[src/rtl/obstacle_pkg.sv]
// obstacle_pkg: shared sizes, state encoding and selection helpers for the obstacle bank
package obstacle_pkg;
  localparam int N_OBSTACLES = 8;
  localparam int SEL_W = 3;
  localparam int OBST_BUS_W = 36;
  localparam logic [7:0] DEFAULT_LFSR_SEED = 8'hA5;
  typedef logic [2:0] state_t;
  localparam state_t IDLE = 3'd0;
  localparam state_t PICK = 3'd1;
  localparam state_t RUN  = 3'd2;
  localparam state_t GAP  = 3'd3;
  localparam state_t STOP = 3'd4;
  typedef struct packed {
    logic [11:0] x;
    logic [11:0] y;
    logic [11:0] rgb;
  } obst_bus_t;
  function automatic logic [N_OBSTACLES-1:0] onehot(input logic [SEL_W-1:0] sel);
    return N_OBSTACLES'(1) << sel;
  endfunction
  function automatic logic [SEL_W-1:0] no_repeat(input logic [SEL_W-1:0] cand, input logic [SEL_W-1:0] prev);
    return cand == prev ? cand + 1'b1 : cand;
  endfunction
endpackage

[src/rtl/lfsr8.sv]
// lfsr8: 8-bit Fibonacci LFSR with seed load, single-step enable and low bits of the next value
module lfsr8 #(
  parameter logic [7:0] SEED = 8'hA5,
  parameter int RND_W = 3
) (
  input  logic             pclk,
  input  logic             rst,
  input  logic             load,
  input  logic             step,
  output logic [RND_W-1:0] rnd
);
  logic [7:0] value, value_next;
  assign value_next = {value[6:0], value[7] ^ value[5] ^ value[4] ^ value[3]};
  assign rnd = value_next[RND_W-1:0];
  always_ff @(posedge pclk)
    if (rst || load) value <= SEED;
    else if (step) value <= value_next;
endmodule

[src/rtl/obstacle_sequencer.sv]
// obstacle_sequencer: picks and times the active obstacle, driving the mux select and one-hot enables
module obstacle_sequencer
  import obstacle_pkg::*;
#(
  parameter int MAX_FRAMES = 600,
  parameter int GAP_FRAMES = 60,
  parameter logic [7:0] LFSR_SEED = DEFAULT_LFSR_SEED,
  parameter int CNT_W = 10
) (
  input  logic                   pclk,
  input  logic                   rst,
  input  logic                   start,
  input  logic                   game_over,
  input  logic                   frame_tick,
  input  logic                   obstacle_done,
  output logic [SEL_W-1:0]       select,
  output logic [N_OBSTACLES-1:0] obstacle_en,
  output logic                   busy,
  output logic [7:0]             obstacle_cnt
);
  state_t state, state_nx;
  logic [CNT_W-1:0] frame_cnt, frame_nx;
  logic [SEL_W-1:0] select_nx, cand;
  logic [N_OBSTACLES-1:0] en_nx;
  logic busy_nx;
  logic [7:0] cnt_nx;
  logic go, pick, finish, last_gap;
  assign go = start && !game_over && (state == IDLE || state == STOP);
  assign pick = state == PICK && !game_over;
  assign finish = state == RUN && !game_over &&
                  (obstacle_done || (frame_tick && frame_cnt == CNT_W'(MAX_FRAMES - 1)));
  assign last_gap = frame_tick && frame_cnt == CNT_W'(GAP_FRAMES - 1);
  lfsr8 #(.SEED(LFSR_SEED), .RND_W(SEL_W)) u_lfsr (
    .pclk (pclk),
    .rst  (rst),
    .load (go),
    .step (pick),
    .rnd  (cand)
  );
  always_ff @(posedge pclk)
    if (rst) begin
      state        <= IDLE;
      frame_cnt    <= '0;
      select       <= '0;
      obstacle_en  <= '0;
      busy         <= 1'b0;
      obstacle_cnt <= '0;
    end else begin
      state        <= state_nx;
      frame_cnt    <= frame_nx;
      select       <= select_nx;
      obstacle_en  <= en_nx;
      busy         <= busy_nx;
      obstacle_cnt <= cnt_nx;
    end
  always_comb begin
    state_nx = state;
    if (game_over) state_nx = state == IDLE ? IDLE : STOP;
    else if (go) state_nx = PICK;
    else if (state == PICK) state_nx = RUN;
    else if (finish) state_nx = GAP;
    else if (state == GAP && last_gap) state_nx = PICK;
  end
  always_comb begin
    select_nx = pick ? no_repeat(cand, select) : select;
    en_nx = pick ? onehot(select_nx) : state_nx == RUN ? obstacle_en : '0;
    busy_nx = state_nx inside {PICK, RUN, GAP};
    cnt_nx = go ? '0 : (finish && obstacle_cnt != 8'hFF) ? obstacle_cnt + 1'b1 : obstacle_cnt;
    frame_nx = (state_nx == state && (state == RUN || state == GAP)) ? frame_cnt + CNT_W'(frame_tick) : '0;
  end
endmodule

[config.mk]
export PLATFORM = sky130hd
export DESIGN_NAME = obstacle_sequencer
export DESIGN_NICKNAME = d
export VERILOG_FILES = /design/src/rtl/obstacle_pkg.sv /design/src/rtl/lfsr8.sv /design/src/rtl/obstacle_sequencer.sv
export SDC_FILE = /design/constraint.sdc
export NUM_CORES = 1
export LEC_CHECK = 0
export BUFFER_PORTS_ARGS = -buffer_cell sky130_fd_sc_hd__buf_2
export CAP_MARGIN = 30
export CORE_AREA = 2 2 78 80
export DETAILED_ROUTE_END_ITERATION = 12
export DIE_AREA = 0 0 80 82
export HOLD_SLACK_MARGIN = 0.1
export PLACE_DENSITY = 0.57
export SYNTH_ARGS = -nofsm -noshare
export SYNTH_HDL_FRONTEND = slang
export SYNTH_SLANG_ARGS = --single-unit
[constraint.sdc]
create_clock -name pclk -period 2.8 [get_ports pclk]
set_clock_uncertainty 0.1 [all_clocks]
set_input_delay 0.56 -clock pclk [delete_from_list [all_inputs] [get_ports pclk]]
set_output_delay 0.56 -clock pclk [all_outputs]
set_load 0.02 [all_outputs]
==> out/results.ini <==
[yosys]
synth_ff_type = dfxtp_1
synth_cell_type_count = 47
synth_edf_count = 0
async_flop_share = 0
synth_area_mm2 = 0.00194
yosysWarnings = 0
syn_inst = 210
syn_avg_cell_area_um2 = 9.26
synth_fp_nets = 220
ys_seq_area_frac = 0.422
ys_seq_elements = 41

[cts]
cts_htree_levels = 2
clkSinkCount = 41
clkLatencyLatePin_ns = 0.29
cts_tree = built
cts_hold_buf = 0
cts_resized = 0
cts_root_buf = clkbuf_8
clk_path_buf_depth = 2
clk_pin_slew_ns = 0.08
post_cts.repair.setup_buffers = 0
cts_buffers = 5

[timing]
fin_crit_sh = 0.762
tightest_slew_ns = 0.605
setup_ws_ns = 0.668
finalHoldViolations = 0
period_minus_slack_ns = 2.13
rsz0062_at_grt = no
setup_tns_ns = 0
fmax_mhz = 469
drv_slew = 0
max_slew_margin = 0.591
finalSetupViolations = 0

[placed_design]
place_congestion = 0.762
portBuffers = 25
pre_cts_slack_ns = 0.601
dpl-instance-area_mm2 = 0.00213
post-place-cells = 303
detailed_place_hpwl_um = 2720

[floorplan]
pin_count = 26
die_h_um = 82
rows = 28
dieArea_mm2 = 0.00656
core_area_mm2 = 0.00575
start_util = 0.338
die_w_um = 80

[worst_setup_path]
critPathSlowestCell = nor3b_1
worst-path-buf-inv = 0
cp_num_cells = 4
worstPathArrival_ns = 2.27
cp_max_fo = 16
cp-end-kind = flip-flop
worstSetupStartpointType = flip-flop
r2r_cells = 4
ff2ff_setup_slack_ns = 0.67
required_ns = 2.94
crit_type = flip-flop to flip-flop
crit_family = simple AND/OR/NAND/NOR gates
crit_chain = nor2b_1 > nand2_1 > nor3b_1 > a32o_1
critPathMaxStageDelay_ns = 0.57

[global_routing]
overflow = 0
grt_max_degree = 17
grt_pass1_vias = 1386
grt_usage = 0.128
antenna_found_initial = 0
grt_first_pass_wirelength_um = 6500

[power]
seqPwrFrac = 0.563
total_power_mw = 1.06
clock_power_share = 0.363
switchingPower_mw = 0.271
p_per_area_mw_per_mm2 = 479
leakage_nw = 0.880
pwr-share-comb = 0.074
p_sw_frac = 0.255
ir_drop_v = 0.000208
internal-power_mw = 0.792

[cells_and_area]
instances_no_fill = 311
multi_input_area_mm2 = 0.00106
fin_nets = 245
regArea_um2 = 821
area_growth_syn_to_layout_pct = 14.2
fin_area_mm2 = 0.00222
layout-drive-gt1-share = 0.195
antenna_cells = 0
fillers = 615

[drt]
ant_nets = 0
drc = 0
drtIter0Drc = 105
vias_per_cell = 4.77
drt_wl_total_um = 3860
drtPass1Iterations = 4
detail_route.wl_per_cell_um = 12.4
vias = 1484

[worst_hold_path]
hold_path.class = flip-flop to flip-flop
hold_depth = 1

[job]
cap_violations = 0

[outcome]
status = complete, no violations

## placed cells by master (no fill, tap or decap), drive strengths merged, types with 4 or more instances in the layout
cell,netlist,final
clkbuf,3,5
nor4b,4,4
xor2,5,5
a32o,8,8
nor2,33,33
a21oi,9,9
nand3,11,11
o21ai,4,4
nand2,25,25
and3,5,5
xnor2,15,15
inv,6,6
buf,5,26
ha,4,4
dfxtp,41,41
## routing by layer
metal	GRT usage	vias to the layer above	share of wire	wire (um)
met5	0	-	0	0
met4	0.0508	0	0.0088	34
met3	0.0308	2	0.033	126
met2	0.201	22	0.44	1720
met1	0.169	679	0.51	1980
li1	-	781	-	-
## stage by stage
| step | hold WS (ns) | utilization |
|---|---|---|
| 2_1_floorplan | 0.332 | - |
| 3_3_place_gp | 0.346 | 0.371 |
| 3_5_place_dp | 0.349 | 0.371 |
| 4_1_cts | 0.368 | 0.386 |
| 5_1_grt | 0.381 | 0.386 |
| 6_report | 0.364 | 0.386 |
## cells in the mapped netlist (2+ instances only)
| cell type | count | area (um2) |
|---|---|---|
| inv_1 | 6 | 22.5 |
| nand3_1 | 11 | 55.1 |
| buf_2 | 3 | 15.0 |
| nor3b_1 | 2 | 15.0 |
| o21ai_0 | 4 | 20.0 |
| dfxtp_1 | 41 | 821 |
| ha_1 | 4 | 50.1 |
| o211ai_1 | 2 | 15.0 |
| mux2i_1 | 2 | 20.0 |
| and4bb_1 | 2 | 25.0 |
| xnor2_1 | 14 | 123 |
| nor3_1 | 3 | 15.0 |
| clkbuf_1 | 3 | 11.3 |
| xor2_1 | 5 | 43.8 |
| and3_1 | 4 | 25.0 |
| a32o_1 | 8 | 80.1 |
| a21oi_1 | 9 | 45.0 |
| and2b_1 | 2 | 15.0 |
| nand2_1 | 24 | 90.1 |
| nor2_1 | 33 | 124 |
| nor4b_1 | 2 | 17.5 |
## path summary, 6_finish.rpt
kind / startpoint / end
hold / removal: obstacle_en[1]$_SDFFE_PP0P_ / obstacle_en[1]$_SDFFE_PP0P_
hold reg to reg: obstacle_en[1]$_SDFFE_PP0P_ / obstacle_en[1]$_SDFFE_PP0P_
setup / recovery: state[0]$_SDFF_PP0_ / obstacle_en[3]$_SDFFE_PP0P_
setup reg to reg: state[0]$_SDFF_PP0_ / obstacle_en[3]$_SDFFE_PP0P_
## area by class of cell
cell class,count,share of cell area
multi-input cells,155,0.479
repair buffers,26,0.0598
clock buffers,5,0.0310
inverters,6,0.0101
well taps,75,0.0423
clock inverters,3,0.00789
flip-flops and latches,41,0.370
## cells by family after synthesis
kind of cell | synth area share
flops | 0.422
fa+ha+maj | 0.0257
mux | 0.0180
buf+inv | 0.0309
compound gates | 0.130
xor+xnor | 0.106
simple gates | 0.267
## flip-flops by register name, summed over array words and instances (netlist names)
signal        flops
frame_cnt        10
busy              1
u_lfsr.value      8
obstacle_cnt      8
state             3
obstacle_en       8
select            3
## power groups by stage
stage / Clock, mW / Combinational [mW] / Sequential (mW)
floorplan: 0 / 0.0606 / 0.611
detailed placement: 0 / 0.0784 / 0.612
global route: 0.418 / 0.0889 / 0.600
finish: 0.385 / 0.0785 / 0.599
global placement: 0 / 0.0786 / 0.612
CTS: 0.396 / 0.0787 / 0.599
(Power assumes the default switching activity.)
